File: config.mk
export PLATFORM = sky130hd
export DESIGN_NAME = telem_sched
export DESIGN_NICKNAME = d
export VERILOG_FILES = /design/src/rtl/telem_pkg.sv /design/src/rtl/telem_sched_tmr.sv /design/src/rtl/telem_sched.sv
export SDC_FILE = /design/constraint.sdc
export NUM_CORES = 1
export LEC_CHECK = 0
export ABC_AREA = 1
export CORE_ASPECT_RATIO = 1.75
export CORE_MARGIN = 3
export CORE_UTILIZATION = 56
export DETAILED_ROUTE_END_ITERATION = 10
export PLACE_DENSITY = 0.8
export RECOVER_POWER = 50
export SYNTH_ARGS = -nofsm -noshare
export SYNTH_HDL_FRONTEND = slang
export SYNTH_SLANG_ARGS = --single-unit
File: constraint.sdc
create_clock -name clk -period 2.31 [get_ports clk]
set_input_delay 0.231 -clock clk [delete_from_list [all_inputs] [get_ports clk]]
set_output_delay 0.231 -clock clk [all_outputs]
set_load 0.02 [all_outputs]
File: src/rtl/telem_pkg.sv
// Shared types, constants and the frame byte layout for the telemetry scheduler.
package telem_pkg;

  localparam logic [7:0] SYNC0       = 8'hAA;
  localparam logic [7:0] SYNC1       = 8'h55;
  localparam int         FRAME_BYTES = 8;
  localparam int         PERIOD_FULL = 4194304;
  localparam int         PERIOD_FAST = 4096;
  // Timer is always sized for the long period so FAST_SIM only changes the wrap point.
  localparam int         TMR_W       = $clog2(PERIOD_FULL);

  typedef enum logic [1:0] {
    IDLE,
    SEND,
    WAIT
  } telem_state_t;

  // Byte idx of a frame: two sync bytes, then batt/curr/torque as high nibble, low byte.
  function automatic logic [7:0] frame_byte(input logic [2:0]  idx,
                                            input logic [11:0] batt,
                                            input logic [11:0] curr,
                                            input logic [11:0] torque);
    logic [7:0] b;
    case (idx)
      3'd0:    b = SYNC0;
      3'd1:    b = SYNC1;
      3'd2:    b = {4'h0, batt[11:8]};
      3'd3:    b = batt[7:0];
      3'd4:    b = {4'h0, curr[11:8]};
      3'd5:    b = curr[7:0];
      3'd6:    b = {4'h0, torque[11:8]};
      default: b = torque[7:0];
    endcase
    return b;
  endfunction

endpackage

File: src/rtl/telem_sched_tmr.sv
// Frame period timer: counts 0..PERIOD-1 while enabled, held at zero when disabled.
module telem_period_tmr
  import telem_pkg::*;
#(
  parameter int unsigned PERIOD = PERIOD_FAST,
  parameter int          W      = TMR_W
) (
  input  logic clk,
  input  logic rst,
  input  logic en,
  output logic tick
);

  localparam logic [W-1:0] LAST = W'(PERIOD - 1);

  logic [W-1:0] timer;

  assign tick = en && (timer == LAST);

  // Wrap counter; dropping en restarts the period from zero.
  always_ff @(posedge clk) begin
    // NOTE: state registers use non-blocking assignment so every flop samples pre-edge values.
    if (rst) begin
      timer <= '0;
    end else if (!en || timer == LAST) begin
      timer <= '0;
    end else begin
      timer <= timer + 1'b1;
    end
  end

endmodule

File: src/rtl/telem_sched.sv
// Periodic telemetry frame scheduler driving a byte-wide UART transmitter via trmt/tx_done.
module telem_sched #(
  parameter bit          FAST_SIM    = 1'b1,
  parameter int unsigned PERIOD_FULL = telem_pkg::PERIOD_FULL,
  parameter int unsigned PERIOD_FAST = telem_pkg::PERIOD_FAST
) (
  input  logic        clk,
  input  logic        rst,
  input  logic        en,
  input  logic [11:0] batt,
  input  logic [11:0] curr,
  input  logic [11:0] torque,
  input  logic        tx_done,
  output logic        trmt,
  output logic [7:0]  tx_data,
  output logic        busy
);

  import telem_pkg::*;

  localparam int unsigned PERIOD = FAST_SIM ? PERIOD_FAST : PERIOD_FULL;

  telem_state_t state, next_state;
  logic [2:0]   idx;
  logic         pending;
  logic         tick;
  logic         start;
  logic         last_byte;
  logic [11:0]  snap_batt, snap_curr, snap_torque;

  telem_period_tmr #(
    .PERIOD (PERIOD),
    .W      (TMR_W)
  ) u_tmr (
    .clk  (clk),
    .rst  (rst),
    .en   (en),
    .tick (tick)
  );

  assign last_byte = (idx == 3'(FRAME_BYTES - 1));

  // FSM state register.
  always_ff @(posedge clk) begin
    if (rst) begin
      state <= IDLE;
    end else begin
      state <= next_state;
    end
  end

  // Next-state and trmt decode; tx_done only matters while waiting on a byte.
  always_comb begin
    // NOTE: every output of this block gets a default first so no path infers a latch.
    next_state = state;
    trmt       = 1'b0;
    start      = 1'b0;
    unique case (state)
      IDLE: begin
        if ((tick || pending) && en) begin
          start      = 1'b1;
          next_state = SEND;
        end
      end
      SEND: begin
        trmt       = 1'b1;
        next_state = WAIT;
      end
      WAIT: begin
        if (tx_done) begin
          next_state = last_byte ? IDLE : SEND;
        end
      end
      default: next_state = IDLE;
    endcase
  end

  // Frame datapath: snapshot at start, advance byte index and load tx_data on each tx_done.
  always_ff @(posedge clk) begin
    if (rst) begin
      idx         <= '0;
      busy        <= 1'b0;
      tx_data     <= 8'h00;
      snap_batt   <= '0;
      snap_curr   <= '0;
      snap_torque <= '0;
    end else if (start) begin
      snap_batt   <= batt;
      snap_curr   <= curr;
      snap_torque <= torque;
      idx         <= '0;
      busy        <= 1'b1;
      tx_data     <= frame_byte(3'd0, batt, curr, torque);
    end else if (state == WAIT && tx_done) begin
      if (last_byte) begin
        busy <= 1'b0;
      end else begin
        idx     <= 3'(idx + 3'd1);
        tx_data <= frame_byte(3'(idx + 3'd1), snap_batt, snap_curr, snap_torque);
      end
    end
  end

  // Overrun flag: one queued frame at most; dropped if telemetry is disabled when it would launch.
  always_ff @(posedge clk) begin
    if (rst) begin
      pending <= 1'b0;
    end else if (start) begin
      pending <= 1'b0;
    end else if (tick && busy) begin
      pending <= 1'b1;
    end else if (state == IDLE && !en) begin
      pending <= 1'b0;
    end
  end

endmodule

==> flow_metrics.py, run 1 <==
metrics = {
    "status": {
        "outcome": "finished clean",
    },
    "global_routing": {
        "grtUsageMet1_pct": 26.8,
        "grt_use_met3_pct": 5.38,
        "grt_pass1_wl_um": 17000,
        "busiest_layer": "met2",
        "grt_pass1_vias": 3831,
        "track_usage_pct": 25.6,
        "antenna_found_initial": 0,
        "grt-ovfl-total": 0,
        "grt_max_degree": 39,
        "gr-usage-met2_pct": 46.9,
    },
    "clock_tree": {
        "clk_pin_slew_ps": 60,
        "cts_sinks": 73,
        "cts_setup_buffers": 0,
        "cts-root-buf": "clkbuf_16",
        "clk_latency_ps": 340,
        "cts_resized": 0,
        "cts_buffers": 9,
        "htree_levels": 3,
        "cts_tree": "done",
        "clockBufferDepth": 2,
        "cts.hold.buffers_added": 0,
    },
    "synth": {
        "synth_cells": 618,
        "synth_warnings": 0,
        "yosysSeqAreaShare_pct": 36.5,
        "syn_area_um2": 4010,
        "ys_types": 33,
        "synth-seq-cells": 73,
        "avgSynthCellArea_um2": 6.48,
        "synth_nets": 665,
    },
    "die": {
        "num_rows": 40,
        "core_area_um2": 6910,
        "initial_utilization_pct": 58.0,
        "die_width_um": 69.9,
        "ios": 50,
        "die_h_um": 118,
        "dieArea_um2": 8250,
    },
    "power_and_ir_drop": {
        "p_leak_nw": 2.13,
        "p_per_area_nw_per_um2": 557,
        "ir_worst_vdd_v": 0.000458,
        "power_mw": 2.67,
    },
    "route": {
        "viasPerCell": 5.04,
        "via_count": 3797,
        "drt_iter0_markers": 139,
        "drt_wl_total_um": 9690,
        "drc": 0,
        "drt_first_pass_iters": 5,
        "postRouteAntennaNets": 0,
        "wire_per_inst_um": 12.9,
    },
    "finish": {
        "drive_above_1_share_pct": 9.40,
        "n_fill_cell": 634,
        "antenna_cells": 0,
        "final_net_count": 712,
        "syn2layout_area_growth_pct": 19.6,
        "multi_input_area_um2": 1820,
        "seq_area_um2": 1460,
    },
    "min_path": {
        "min_path_type": "register to register",
    },
    "setup_path": {
        "r2r_start": "idx[0]",
        "cp-end-kind": "register",
        "worstReg2RegEnd": "tx_data[3]",
        "r2r_setup_slack_ps": 270,
        "start_kind": "register",
        "worst-setup-path-type": "register to register",
        "startpoint": "idx[0]",
        "reg2reg_depth": 11,
        "cp.required_ps": 2520,
        "critPathCapture": "tx_data[3]",
        "critical_path.max_fanout": 11,
        "crit_arrival_ps": 2250,
    },
    "sta": {
        "slew_viol_final": 0,
        "worst_pin_slew_ps": 436,
        "fmax_mhz": 489,
        "setup_viol": 0,
        "rsz0062_at_grt": "no",
        "period_share_pct": 88.5,
        "slew-limit-headroom_pct": 70.7,
        "fin_skew_ps": 5.55,
        "hold_violations": 0,
        "period_minus_slack_ps": 2040,
        "fin_setup_tns_ps": 0,
        "hold_ws_ps": 480,
    },
    "place": {
        "gp_routability_congestion": 0.938,
        "dpl.hpwl_um": 7280,
        "port_buffers": 49,
    },
    "job": {
        "maxCapViolations": 0,
    },
}
-- synth_stat cells --
library cell    n  area [µm²]
nand4_1        42         263
buf_4           2        15.0
buf_2           7        35.0
nand2_2        30         188
a21boi_0        3        22.5
or3_1           1        6.26
nor2_4          1        11.3
inv_2           3        11.3
o21ai_1         1        5.00
nand3_2         1        10.0
inv_1         144         541
clkbuf_1        7        26.3
or2_2           2        12.5
nor2_2          1        6.26
xor2_1          4        35.0
ha_1            7        87.6
a31oi_1         2        12.5
nand3_4         1        17.5
buf_6           6        67.6
nor3_1          8        40.0
o21ai_0        16        80.1
o22ai_1         3        18.8
a211oi_1        1        7.51
dfxtp_1        73        1460
xnor2_1         1        8.76
nand2_1       121         454
o2111ai_1       2        17.5
nand3_1        12        60.1
a21oi_1        29         145
nand3b_1        2        15.0
nor2_1         81         304
nor3_2          1        10.0
buf_1           3        11.3
-- metrics by stage --
step           util, %  std cells  worst slack [ps]  instance area [µm²]
6_report          69.3        754               266                 4790
3_3_place_gp      65.9        738               355                 4550
3_5_place_dp      65.9        738               283                 4550
2_1_floorplan        -        618               491                 4010
4_1_cts           69.9        754               273                 4820
5_1_grt           69.3        754              23.0                 4790
-- kinds of logic (layout without fill, tap and decap cells) --
family,after synthesis,count (layout),synth area share [%]
AND/OR/NAND/NOR,304,304,34.9
XOR/XNOR,5,5,1.09
flip-flops,73,73,36.5
buffers and inverters,172,224,17.6
adder cells (fa/ha/maj),7,7,2.19
AO/OA/AOI/OAI,57,57,7.71
-- metal layers --
layer | up-vias | wire length (µm) | share of wire, %
met5 | - | 0 | 0
met4 | 0 | 393 | 4.1
met3 | 28 | 258 | 2.7
met2 | 75 | 5350 | 55
met1 | 1718 | 3690 | 38
li1 | 1976 | - | -
-- worst min path at each step --
stage                       endpoint  startpoint  depth (start not counted)  slack, ps
after global placement        idx[2]      idx[2]                          2        460
after global routing      tx_data[0]  tx_data[0]                          2        510
after detailed placement      idx[2]      idx[2]                          2        470
after CTS                     idx[2]      idx[2]                          2        480
final                         idx[2]      idx[2]                          2        480
after floorplan                 busy         rst                          1        300
-- cells in the final DEF (no fill, tap or decap), types with 3 or more instances in the layout --
cell,synthesis,layout
inv_1,144,145
nand2_1,121,123
nor2_1,81,81
dfxtp_1,73,73
nand4_1,42,42
clkdlybuf4s50_1,0,39
a21oi_1,29,29
nand2_2,30,28
o21ai_0,16,17
nand3_1,12,13
dlygate4sd3_1,0,10
clkbuf_16,0,9
buf_4,2,9
nor3_1,8,8
ha_1,7,7
clkinvlp_4,0,5
xor2_1,4,4
o22ai_1,3,3
a21boi_0,3,3
-- area by class of cell --
| class | count | area share (%) |
|---|---|---|
| tap | 84 | 2.19 |
| inverter | 147 | 11.5 |
| clock buffer | 9 | 4.70 |
| clock inverter | 7 | 0.993 |
| timing repair buffer | 61 | 12.1 |
| sequential | 73 | 30.5 |
| multi-input combinational | 373 | 38.0 |
-- worst max-delay path, cell delays in order, from the launching register on --
cell and delay, ps:
dfxtp_1 350, ha_1 220, ha_1 340, inv_1 160
nand2_2 140, nand2_1 90, nor2_1 40, buf_4 170
nor2_1 90, nand2_1 60, a21boi_0 170, a21oi_1 80
-- power by group --
part	leakage (nW)	internal, mW	total (mW)	switching (mW)
Sequential	0.588	1.26	1.26	0.00120
Combinational	1.43	0.0775	0.142	0.0642
Clock	0.119	0.721	1.27	0.544
-- state kept, by name, indices dropped and copies added (netlist names) --
name / cells
busy: 1
idx: 3
pending: 1
snap_batt: 12
snap_curr: 12
snap_torque: 12
state: 2
tx_data: 8
u_tmr.timer: 22
No activity file was read; power rests on OpenSTA's default activity.
==> run 2, diff against run 1 <==
--- a/config.mk
+++ b/config.mk
@@ -10,5 +10,5 @@
 export CORE_MARGIN = 3
-export CORE_UTILIZATION = 56
+export CORE_UTILIZATION = 54
 export DETAILED_ROUTE_END_ITERATION = 10
-export PLACE_DENSITY = 0.8
+export PLACE_DENSITY = 0.79
 export RECOVER_POWER = 50
@@ -16,2 +16,3 @@
 export SYNTH_HDL_FRONTEND = slang
+export SYNTH_HIERARCHICAL = 1
 export SYNTH_SLANG_ARGS = --single-unit
==> constraint.sdc (replaced) <==
create_clock -name clk -period 2.31 [get_ports clk]
set_input_delay 0.5775 -clock clk [delete_from_list [all_inputs] [get_ports clk]]
set_output_delay 0.5775 -clock clk [all_outputs]
set_load 0.02 [all_outputs]
==> flow_metrics.py, run 2 <==
metrics = {
    "global_routing": {
        "grt_use_met3_pct": 3.30,
        "track_usage_pct": 23.1,
        "grt_pass1_vias": 3188,
        "busiest_layer": "met2",
        "grt_max_degree": 43,
        "grtUsageMet1_pct": 22.1,
        "grt-ovfl-total": 0,
        "gr-usage-met2_pct": 44.9,
        "grt_pass1_wl_um": 13400,
        "antenna_found_initial": 0,
    },
    "min_path": {
        "holdPathStages": 1,
        "min_path_type": "register to register",
    },
    "setup_path": {
        "crit_arrival_ps": 2320,
        "cp-end-kind": "register",
        "path_common_cell": "nor2_2",
        "critical_path.max_fanout": 42,
        "reg2reg_depth": 13,
        "worst-setup-path-type": "register to register",
        "cp.required_ps": 2560,
        "cp_slowest_cell": "dfxtp_2",
        "cp_cell_sequence": "ha_2 -> nand2_1 -> nor2_2 -> nand2_2 -> nor2_4 -> nand2_1 -> nor2_2 -> nor2_1 -> nor2_2 -> nand2_4 -> buf_12 -> o21ai_1 -> a21oi_1",
        "max_stage_delay_ps": 350,
        "start_kind": "register",
    },
    "place": {
        "port_buffers": 49,
        "gp_routability_congestion": 0.848,
        "placed_cells": 605,
        "dpl.hpwl_um": 6080,
        "place_ws_ps": 154,
    },
    "sta": {
        "hold_violations": 0,
        "rsz0062_at_grt": "no",
        "slew-limit-headroom_pct": 49.1,
        "fin_skew_ps": 10.5,
        "fin_setup_tns_ps": 0,
        "setup_viol": 0,
        "worst_pin_slew_ps": 762,
        "fmax_mhz": 482,
        "period_minus_slack_ps": 2080,
        "slew_viol_final": 0,
        "period_share_pct": 89.8,
        "setup_ws_ps": 234,
    },
    "power_and_ir_drop": {
        "p_leak_nw": 1.59,
        "ir_worst_vdd_v": 0.000532,
        "p_per_area_nw_per_um2": 585,
    },
    "finish": {
        "most-common-layout-cells": "nand2_1 (114), dfxtp_1 (72), nand3_1 (63)",
        "drive_above_1_share_pct": 7.75,
        "antenna_cells": 0,
        "final_net_count": 586,
        "n_fill_cell": 551,
        "largest_reg_flops": 22,
        "final_common_cell": "nand2_1",
        "syn2layout_area_growth_pct": 21.6,
        "stdcell_count": 622,
        "regMostFlops": "u_tmr/timer",
    },
    "die": {
        "die_h_um": 112,
        "core_area_um2": 6230,
        "die_width_um": 66.8,
        "dieArea_um2": 7510,
        "ios": 50,
        "num_rows": 38,
        "initial_utilization_pct": 56.1,
    },
    "synth": {
        "synth-seq-cells": 73,
        "avgSynthCellArea_um2": 7.13,
        "ys_types": 29,
        "yosys.area.top_type_share_pct": 41.8,
        "synth_top_flop_cell": "dfxtp_1",
        "synth_area_leaders": "dfxtp_1 (42%), nand2_1 (12%), nand3_1 (9.0%)",
        "yosys-top-cells-count": "nand2_1 (113), dfxtp_1 (73), nand3_1 (63)",
        "syn_area_um2": 3490,
        "yosys.area.top_type": "dfxtp_1",
        "synthArstFlopShare_pct": 0,
        "yosysMostFrequentCell": "nand2_1",
        "yosysSeqAreaShare_pct": 41.8,
        "synth_warnings": 6,
        "synth_nets": 539,
        "synth_edf_count": 0,
        "synth_cells": 490,
    },
    "route": {
        "drt_first_pass_iters": 5,
        "drt_iter0_markers": 176,
        "postRouteAntennaNets": 0,
        "via_count": 3263,
        "wire_per_inst_um": 13.0,
        "viasPerCell": 5.25,
        "drc": 0,
        "drt_wl_total_um": 8070,
    },
    "clock_tree": {
        "clockBufferDepth": 2,
        "cts_buffers": 9,
        "cts_tree": "done",
        "cts_sinks": 73,
        "clk_pin_slew_ps": 80,
        "clk_latency_ps": 350,
        "cts-root-buf": "clkbuf_8",
        "htree_levels": 3,
    },
    "job": {
        "maxCapViolations": 0,
    },
    "status": {
        "outcome": "finished clean",
    },
}
==> run 2: cell count changes after synthesis, moves of 4 or more <==
cell      delta
o21bai_1     +4
nor2_2       +4
inv_1      -106
nand2_1      -8
a21oi_1     +27
nand4_1     -40
nor2_1      -21
nor3_1       -8
nand3_1     +51
nand2_2     -27
==> run 2: through the flow <==
stage               hold slack (ps)  instance area, µm²  total power [mW]  util (%)
floorplan                       417                3490              1.32         -
global placement                428                4020              1.39      64.5
detailed placement              440                4020              1.39      64.5
CTS                             455                4250              2.50      68.2
global route                    450                4250              2.57      68.2
finish                          431                4250              2.48      68.2
==> run 2: where the power goes <==
| group | internal (mW) | total (mW) | switching, mW |
|---|---|---|---|
| logic | 0.0631 | 0.0992 | 0.0361 |
| clock network | 0.641 | 1.13 | 0.484 |
| registers | 1.26 | 1.26 | 0.00133 |
| total | 1.96 | 2.48 | 0.522 |
==> run 2: timing repair <==
item / CTS / global route
hold buffers: 0 / 0
gates resized for setup: 0 / 10
setup buffers: 0 / 1
endpoints found under the setup margin: 0 / 42
==> run 2: path summary, 6_finish.rpt <==
kind / from / end / slack (ps)
worst max-delay path: u_tmr/timer[0] / snap_torque[6] / 230
worst min-delay path: u_tmr/timer[0] / u_tmr/timer[0] / 430
worst max register to register: u_tmr/timer[0] / snap_torque[6] / 230
worst min register to register: u_tmr/timer[0] / u_tmr/timer[0] / 430
==> run 2: area by class of cell <==
class,instances,area (µm²),share of cell area [%]
Multi-Input combinational cell,356,1750,41.2
Sequential cell,73,1460,34.4
Timing Repair Buffer,56,553,13.0
Inverter,41,154,3.62
Clock buffer,10,138,3.24
Tap cell,80,100,2.36
Clock inverter,6,90.1,2.12
==> run 2: critical path: cells and delay by family, from the launching register on <==
family | cells | cell delay (ps)
buf+inv | 1 | 190
simple gates | 9 | 1000
flops | 1 | 350
fa+ha+maj | 1 | 200
compound gates | 2 | 200
==> run 2: cell families (layout without fill, tap and decap cells) <==
group | Yosys count | in the layout | share of synthesized area [%]
AOI/OAI and AO/OA | 81 | 81 | 12.2
xor gates and xnor gates | 10 | 10 | 2.51
adders and majority gates | 9 | 9 | 3.22
buffers and inverters | 61 | 113 | 7.98
DFF | 73 | 73 | 41.8
and+or+nand+nor | 256 | 256 | 32.3
==> run 2: per-layer routing <==
metal	part of all wire [%]	up-vias
met3	3.5	19
met2	58	79
met1	35	1488
met4	3.2	0
met5	0	-
li1	-	1677
